==> src/rtl/inst_loader_pkg.sv <==
// Shared definitions for the instruction loader and its neighbours
// (fetch, decode, pipeline top).
package inst_loader_pkg;

    localparam int INST_LEN   = 17;
    localparam int INST_CAP   = 5;
    localparam int IMEM_WORDS = 1 << INST_CAP;

    typedef enum logic [1:0] {
        ST_IDLE  = 2'd0,
        ST_LOAD  = 2'd1,
        ST_DRAIN = 2'd2,
        ST_RUN   = 2'd3
    } state_t;

endpackage

==> src/rtl/inst_loader_sync_fifo.sv <==
// Small synchronous FIFO with a combinational head; pointers carry one
// extra wrap bit so full and empty can be told apart.
module sync_fifo #(
    parameter int WIDTH = 8,
    parameter int AW    = 2
) (
    input  logic             clk,
    input  logic             rst,
    input  logic             push,
    input  logic             pop,
    input  logic [WIDTH-1:0] din,
    output logic [WIDTH-1:0] dout,
    output logic             full,
    output logic             empty
);

    logic [WIDTH-1:0] r_mem [0:(1<<AW)-1];
    logic [AW:0]      r_wp;
    logic [AW:0]      r_rp;
    logic             w_push_ok;
    logic             w_pop_ok;

    assign empty     = (r_wp == r_rp);
    assign full      = (r_wp[AW] != r_rp[AW]) && (r_wp[AW-1:0] == r_rp[AW-1:0]);
    assign w_push_ok = push && !full;
    assign w_pop_ok  = pop && !empty;
    assign dout      = r_mem[r_rp[AW-1:0]];

    always_ff @(posedge clk) begin
        if (rst) begin
            r_wp <= '0;
            r_rp <= '0;
        end else begin
            if (w_push_ok) r_wp <= r_wp + 1'b1;
            if (w_pop_ok)  r_rp <= r_rp + 1'b1;
        end
    end

    // Storage carries no reset; the pointers alone define validity.
    always_ff @(posedge clk) begin
        if (w_push_ok) r_mem[r_wp[AW-1:0]] <= din;
    end

endmodule

==> src/rtl/inst_loader.sv <==
// Streams a program into instruction memory through a small FIFO and holds
// the core in reset until every word has been written.
module inst_loader
    import inst_loader_pkg::*;
#(
    parameter int INST_LEN = inst_loader_pkg::INST_LEN,
    parameter int INST_CAP = inst_loader_pkg::INST_CAP,
    parameter int FIFO_AW  = 2
) (
    input  logic                clk,
    input  logic                rst,
    input  logic                start,
    input  logic                s_valid,
    output logic                s_ready,
    input  logic [INST_LEN-1:0] s_data,
    input  logic                s_last,
    input  logic                im_busy,
    output logic                im_we,
    output logic [INST_CAP-1:0] im_addr,
    output logic [INST_LEN-1:0] im_wdata,
    output logic                core_rstn,
    output logic                done,
    output logic                err,
    output logic [INST_CAP:0]   count
);

    localparam logic [INST_CAP:0] L_WORDS    = {1'b1, {INST_CAP{1'b0}}};
    localparam logic [INST_CAP:0] L_LAST_ACC = L_WORDS - 1'b1;

    state_t                r_state;
    state_t                w_state_next;
    logic [INST_CAP:0]     r_acc;
    logic [INST_CAP-1:0]   r_wptr;
    logic [INST_CAP:0]     r_count;
    logic                  r_im_we;
    logic [INST_CAP-1:0]   r_im_addr;
    logic [INST_LEN-1:0]   r_im_wdata;
    logic                  r_core_rstn;
    logic                  r_done;
    logic                  r_err;

    logic                  w_s_ready;
    logic                  w_push;
    logic                  w_pop;
    logic                  w_cap_hit;
    logic                  w_full;
    logic                  w_empty;
    logic [INST_LEN-1:0]   w_head;

    sync_fifo #(
        .WIDTH (INST_LEN),
        .AW    (FIFO_AW)
    ) u_fifo (
        .clk   (clk),
        .rst   (rst),
        .push  (w_push),
        .pop   (w_pop),
        .din   (s_data),
        .dout  (w_head),
        .full  (w_full),
        .empty (w_empty)
    );

    always_comb begin
        w_state_next = r_state;
        w_s_ready    = 1'b0;
        w_pop        = 1'b0;
        case (r_state)
            ST_IDLE: begin
                if (start) w_state_next = ST_LOAD;
            end
            ST_LOAD: begin
                w_s_ready = !w_full && (r_acc < L_WORDS);
                w_pop     = !w_empty && !im_busy;
                if (w_s_ready && s_valid && (s_last || w_cap_hit))
                    w_state_next = ST_DRAIN;
            end
            ST_DRAIN: begin
                w_pop = !w_empty && !im_busy;
                // Wait for the final write to retire before releasing the core.
                if (w_empty && !r_im_we) w_state_next = ST_RUN;
            end
            ST_RUN: begin
                w_state_next = ST_RUN;
            end
            default: w_state_next = ST_IDLE;
        endcase
    end

    assign w_push    = s_valid && w_s_ready;
    assign w_cap_hit = (r_acc == L_LAST_ACC);

    always_ff @(posedge clk) begin
        if (rst) begin
            r_state     <= ST_IDLE;
            r_acc       <= '0;
            r_core_rstn <= 1'b0;
            r_done      <= 1'b0;
            r_err       <= 1'b0;
        end else begin
            r_state     <= w_state_next;
            r_core_rstn <= (w_state_next == ST_RUN);
            r_done      <= (w_state_next == ST_RUN);
            if (r_state == ST_IDLE && start) r_acc <= '0;
            else if (w_push)                 r_acc <= r_acc + 1'b1;
            // A full-capacity program without s_last is truncated and flagged.
            if (w_push && !s_last && w_cap_hit) r_err <= 1'b1;
        end
    end

    always_ff @(posedge clk) begin
        if (rst) begin
            r_wptr     <= '0;
            r_count    <= '0;
            r_im_we    <= 1'b0;
            r_im_addr  <= '0;
            r_im_wdata <= '0;
        end else begin
            r_im_we <= w_pop;
            if (r_state == ST_IDLE && start) begin
                r_wptr  <= '0;
                r_count <= '0;
            end else if (w_pop) begin
                r_im_addr  <= r_wptr;
                r_im_wdata <= w_head;
                r_wptr     <= r_wptr + 1'b1;
                r_count    <= r_count + 1'b1;
            end
        end
    end

    assign s_ready   = w_s_ready;
    assign im_we     = r_im_we;
    assign im_addr   = r_im_addr;
    assign im_wdata  = r_im_wdata;
    assign core_rstn = r_core_rstn;
    assign done      = r_done;
    assign err       = r_err;
    assign count     = r_count;

endmodule

==> config.mk <==
export PLATFORM = sky130hd
export DESIGN_NAME = inst_loader
export DESIGN_NICKNAME = d
export VERILOG_FILES = /design/src/rtl/inst_loader_pkg.sv /design/src/rtl/inst_loader_sync_fifo.sv /design/src/rtl/inst_loader.sv
export SDC_FILE = /design/constraint.sdc
export NUM_CORES = 1
export LEC_CHECK = 0
export BUFFER_PORTS_ARGS = -buffer_cell sky130_fd_sc_hd__buf_4
export CORE_ASPECT_RATIO = 1.1
export CORE_MARGIN = 4
export CORE_UTILIZATION = 45
export CTS_CLUSTER_SIZE = 28
export DETAILED_ROUTE_END_ITERATION = 8
export PLACE_DENSITY = 0.63
export SYNTH_ARGS = -nofsm -noshare
export SYNTH_HDL_FRONTEND = slang
export SYNTH_SLANG_ARGS = --single-unit
==> constraint.sdc <==
create_clock -name clk -period 4.36 [get_ports clk]
set_input_delay 0.436 -clock clk [delete_from_list [all_inputs] [get_ports clk]]
set_output_delay 0.436 -clock clk [all_outputs]
set_load 0.01 [all_outputs]
Word-level counts from Yosys, hierarchy flattened
Memories as Yosys holds them, arrays and structs flattened. A register that Yosys moved wholly into a read port is not among the register bits.
Index checks and enable logic that the tools add are counted.
{"block": "op_classes", "n_addsub": 5, "n_reduce_logical": 22, "muxes": 8, "order_cmp": 1, "bitwise_logic": 1, "n_eq_ne": 8}
{"operator": "$add A6 B1 Y6 const B", "count": 2}
{"operator": "$logic_and A1 B1 Y1", "count": 12}
{"operator": "$pmux W2 S4", "count": 1}
{"operator": "$add A3 B1 Y3 const B", "count": 2}
{"operator": "$eq A2 B2 Y1 const B", "count": 3}
{"operator": "$eq A6 B5 Y1 const B", "count": 1}
{"operator": "$lt A6 B6 Y1 const B", "count": 1}
{"operator": "$mux W2", "count": 3}
{"operator": "$add A5 B1 Y5 const B", "count": 1}
{"operator": "$logic_not A1 Y1", "count": 5}
{"operator": "$mux W1", "count": 4}
{"operator": "$reduce_or A2 Y1", "count": 2}
{"operator": "$eq A3 B3 Y1", "count": 1}
{"operator": "$eq A2 B1 Y1 const B", "count": 1}
{"operator": "$eq A2 B2 Y1", "count": 1}
{"operator": "$logic_not A2 Y1", "count": 1}
{"operator": "$reduce_and A2 Y1", "count": 1}
{"operator": "$logic_or A1 B1 Y1", "count": 1}
{"operator": "$ne A1 B1 Y1", "count": 1}
{"operator": "$not A1 Y1", "count": 1}
{"block": "totals", "output_inout_bits": 33, "ramBits": 68, "mem_count": 1, "wordCells": 56, "register_bits": 33, "input_bits": 23}
{"memory": "u_fifo.r_mem", "words": 4, "width": 17, "read_ports": 1, "rd_clocked_by_memory_dff": 1, "wr": 1, "line": "inst_loader_sync_fifo.sv:17", "source": "logic [WIDTH-1:0] r_mem [0:(1<<AW)-1];"}

Longest topological paths before layout
{"block": "depth", "word_depth": 9, "depth_mapped": 7, "ltp_nobuf": 6}

Cells and area by module
Synthesis repeated with hierarchy kept, for this count alone.
{"block": "unflattened", "hier_cells": 363, "hier_area_um2": 4847.1}
{"module": "sync_fifo", "cells_per_inst": 157, "area_per_inst_um2": 3027.9, "seq_area_each_um2": 2202.1, "instances": 1}
{"module": "inst_loader", "cells_per_inst": 206, "area_per_inst_um2": 1819.2, "seq_area_each_um2": 880.8, "instances": 1}

Worst setup path before layout
No wires, ideal clock.
{"block": "synth_timing", "kind": "register to register", "start": "register u_fifo.r_rp[0]", "end": "memory u_fifo.r_mem[3][0] (netlist name) (enable)", "path_stages_with_launch": 5, "path_slack_ns": 2.008, "arrival_time_ns": 1.947, "t_required_ns": 3.955, "setup_time_ns": 0.405, "path_buffers": 2, "synth_period_minus_slack_ns": 2.352, "cell_sequence": "dfxtp_1 -> buf_4 -> buf_4 -> xnor2_1 -> a31oi_1"}
{"block": "synth_between", "elab_chain_cells": 9}
{"item": "start: declaration", "line": "inst_loader_sync_fifo.sv:19", "source": "logic [AW:0] r_rp;"}
{"item": "start signal: assignment", "line": "inst_loader_sync_fifo.sv:35", "source": "if (w_pop_ok) r_rp <= r_rp + 1'b1;"}
{"item": "$eq A2 B2 Y1 *", "line": "inst_loader_sync_fifo.sv:24", "source": "assign full = (r_wp[AW] != r_rp[AW]) && (r_wp[AW-1:0] == r_rp[AW-1:0]);"}
{"item": "$logic_and A1 B1 Y1 *", "line": "inst_loader_sync_fifo.sv:24"}
{"item": "$logic_not A1 Y1 *", "line": "inst_loader_sync_fifo.sv:25, inst_loader.sv:73"}
{"item": "$logic_and A1 B1 Y1", "line": "inst_loader.sv:73", "source": "w_s_ready = !w_full && (r_acc < L_WORDS);"}
{"item": "$mux W1", "line": "inst_loader.sv:68", "source": "case (r_state)"}
{"item": "$logic_and A1 B1 Y1", "line": "inst_loader.sv:90", "source": "assign w_push = s_valid && w_s_ready;"}
{"item": "$logic_and A1 B1 Y1 *", "line": "inst_loader_sync_fifo.sv:25", "source": "assign w_push_ok = push && !full;"}
{"item": "$mux W1 *", "line": "inst_loader_sync_fifo.sv:41", "source": "if (w_push_ok) r_mem[r_wp[AW-1:0]] <= din;"}
{"item": "$mux W1 (implied by the code) *", "line": "inst_loader_sync_fifo.sv:41"}
{"item": "end: declaration", "line": "inst_loader_sync_fifo.sv:17"}
Mark *: on every way between the ends. The rest lies on a longest branch, timed or not.

Worst setup path after layout
{"block": "layout_timing", "start": "register r_state[1]", "end": "register r_im_wdata[12] (netlist: im_wdata[12]), read port of u_fifo.r_mem"}
{"block": "layout_between", "elab_chain_cells": 4, "elab_cells_between_ends": 8, "classes_between": "eq/ne: 2; mux: 1; bitwise: 1; reduce/logical: 4"}
{"item": "start: declaration", "line": "inst_loader.sv:30", "source": "state_t r_state;"}
{"item": "start signal: assignment", "line": "inst_loader.sv:101", "source": "r_state <= w_state_next;"}
{"item": "$eq A2 B2 Y1 (tied with other cells)", "line": "inst_loader.sv:68"}
{"item": "$reduce_or A2 Y1 (no source line) or $logic_and A1 B1 Y1 (tied branches)"}
{"item": "$mux W1 or $not A1 Y1 (tied branches)"}
{"item": "$reduce_and A2 Y1 (no source line) *"}
{"item": "end: declaration", "line": "inst_loader.sv:37", "source": "logic [INST_LEN-1:0] r_im_wdata;"}
Marked as above.
A chain may end at the register's enable or synchronous reset.

==> results.sh <==
export IMPL_routabilityCongestion=0.725
export IMPL_antenna_found_initial=0
export IMPL_grt_usage_pct=15.7
export IMPL_clk_latency_ns=0.50
export IMPL_status="complete, no violations"
export IMPL_yosysWarnings=0
export IMPL_fin_crit_sh_pct=54.6
export IMPL_critPathSlowestCell="o311a_1"
export IMPL_grt_pass1_vias=2848
export IMPL_drc_errors=0
export IMPL_worst_pin_slew_ns=0.988
export IMPL_final_nets=450
export IMPL_cts_made_buffers=17
export IMPL_avgViaCountPerCell=5.10
export IMPL_grt_pass1_wl_microns=14400
export IMPL_grt_start_max_net_pins=34
export IMPL_avgSynthCellArea_sq_um=13.4
export IMPL_cap_violations=0
export IMPL_synth_ff_type="edfxtp_1"
export IMPL_yosysTopAreaCellShare_pct=43.7
export IMPL_fp_dieArea_sq_um=12100
export IMPL_rsz0062_at_grt="false"
export IMPL_die_w_microns=105
export IMPL_core_area_sq_um=10000
export IMPL_postSynth_asyncResetShare_pct=0
export IMPL_postCtsHoldBufs=0
export IMPL_cts_root_buf="clkbuf_8"
export IMPL_critPathMaxStageDelay_ns=0.83
export IMPL_critPathLaunchType="register"
export IMPL_first_pass_iters=4
export IMPL_vdd_drop_max_mv=0.283
export IMPL_crit_chain="inv_1, ha_1, nor2b_1, o311a_1, nand2_1, a21oi_1"
export IMPL_num_io_pins=56
export IMPL_ant_nets=0
export IMPL_synth_seq_cells=118
export IMPL_final_util_pct=58.5
export IMPL_yosys_cell_types_count=37
export IMPL_cts_resized_gates=0
export IMPL_fmax_mhz=420
export IMPL_maxSlewHeadroom_pct=33.9
export IMPL_cts_setup_buffers=0
export IMPL_critPathMaxFanout=22
export IMPL_start_util_pct=46.6
export IMPL_synthTopCellsByArea="edfxtp_1, dfxtp_1, mux4_2"
export IMPL_vias=2890
export IMPL_setup_worst_path_end_class="register"
export IMPL_yosys_area_top_type="edfxtp_1"
export IMPL_globalRouteOverflowTotal=0
export IMPL_yosysSeqAreaShare_pct=65.1
export IMPL_power_density_nw_per_um2=460
export IMPL_num_rows=38
export IMPL_hold_viol_final=0
export IMPL_p_leak_nw=2.11
export IMPL_finalSetupTns_ns=0
export IMPL_critPathRequiredTime_ns=4.79
export IMPL_report_final_slew_viol_count=0
export IMPL_clock_sinks=118
export IMPL_seqCellArea_sq_um=3040
export IMPL_placed_area_sq_um=5280
export IMPL_r2r_cells=6
export IMPL_holdPathStages=1
export IMPL_h_tree_depth=4
export IMPL_die_y_microns=115
export IMPL_worstSetupPathType="register to register"
export IMPL_postRouteWirelength_microns=8930
export IMPL_synthCells=349
export IMPL_io_buffers=55
export IMPL_avgRoutedWirePerCell_microns=15.8
export IMPL_syn_nets=385
export IMPL_fin_area_sq_um=5870
export IMPL_finalClockSkew_ns=0.00924
export IMPL_setup_viol_count_final=0
export IMPL_final_cell_mix="edfxtp_1, buf_4, nand2_1"
export IMPL_cts_tree="yes"
export IMPL_fillers=773
export IMPL_multi_input_area_sq_um=1540
export IMPL_syn_cell_area_sq_um=4680
export IMPL_drive_above_1_share_pct=27.2
export IMPL_dp_hpwl_microns=5590
export IMPL_final_common_cell="edfxtp_1"
export IMPL_dr_first_iter_drc_count=113
export IMPL_synth_edff_count=68
export IMPL_crit_arrival_ns=2.81
export IMPL_num_antenna_cells=0
export IMPL_clk_transition_reported_paths_ns=0.06
export IMPL_syn2layout_area_growth_pct=25.5
export IMPL_clock_path_buffers=2
export IMPL_hp_class="input pin to register"
export IMPL_layout_min_cycle_time_ns=2.38
[layer usage]
metal	vias up	routed length (microns)	track usage [%]
li1	1404	-	-
met1	1408	3770	18.6
met2	66	4680	27.0
met3	12	360	4.10
met4	0	120	7.09
met5	-	0	0
[Yosys cell counts (all sizes together), types with 6 or more instances]
library cell   n
nand2         51
mux4          17
o21ai          9
ha            13
dfxtp         50
xor2           9
inv           11
a21oi         32
nor2          22
edfxtp        68
xnor2          6
or3            7
buf            8
clkbuf         9
[stage by stage]
stage                     worst slack (ns)  hold slack (ns)  cells  power (mW)
after detailed placement              1.99            0.451    535        1.35
after floorplan                       2.01            0.437    349        1.30
after global routing                  1.71            0.109    567        2.79
after CTS                             1.95            0.101    567        2.73
final                                 1.98            0.131    567        2.70
after global placement                2.09            0.444    535        1.35
[report_power, final]
group / switching [mW] / internal, mW / total (mW)
combinational: 0.0687 / 0.0525 / 0.121
sequential: 0.00966 / 1.20 / 1.21
clock: 0.495 / 0.874 / 1.37
total: 0.573 / 2.12 / 2.70
[worst max-delay path: cells and delay by family (launching register included)]
| family | cells | cell delay [ns] |
|---|---|---|
| DFF | 1 | 0.41 |
| and+or+nand+nor | 2 | 0.53 |
| AOI/OAI and AO/OA | 2 | 0.99 |
| adders and majority gates | 1 | 0.28 |
| buffers and inverters | 1 | 0.11 |
[worst paths after layout]
| path | start | end | slack [ns] |
|---|---|---|---|
| setup / recovery | r_state[1] | im_wdata[12] | 1.98 |
| hold / removal | s_data[3] | u_fifo.r_mem[1][3] | 0.13 |
| setup reg to reg | r_state[1] | im_wdata[12] | 1.98 |
| hold reg to reg | im_wdata[10] | im_wdata[10] | 0.45 |
[cell type report]
cell class / instances / area share [%]
sequential: 118 / 51.8
multi-input combinational: 203 / 26.3
timing repair buffer: 63 / 8.06
clock buffer: 18 / 7.12
clock inverter: 14 / 3.01
tap: 140 / 2.98
inverter: 11 / 0.703
[logic make-up (layout without fill, tap and decap cells)]
group                    after synthesis  after routing  synth area share (%)
AO/OA/AOI/OAI                         59             59                  7.54
XOR/XNOR                              15             15                  3.29
adder cells (fa/ha/maj)               13             13                  3.48
buffers and inverters                 28            106                  2.57
flip-flops                           118            118                  65.1
multiplexers                          22             22                  9.26
AND/OR/NAND/NOR                       94             94                  8.80
[registers in the layout, indices dropped and copies added, names as in the netlist, 3 cells and up]
name and cells:
u_fifo.r_mem 68, u_fifo.r_rp 3, im_wdata 17, u_fifo.r_wp 3
count 6, im_addr 5, r_wptr 5, r_acc 6
Note: power is estimated with default switching activity, not from simulation.
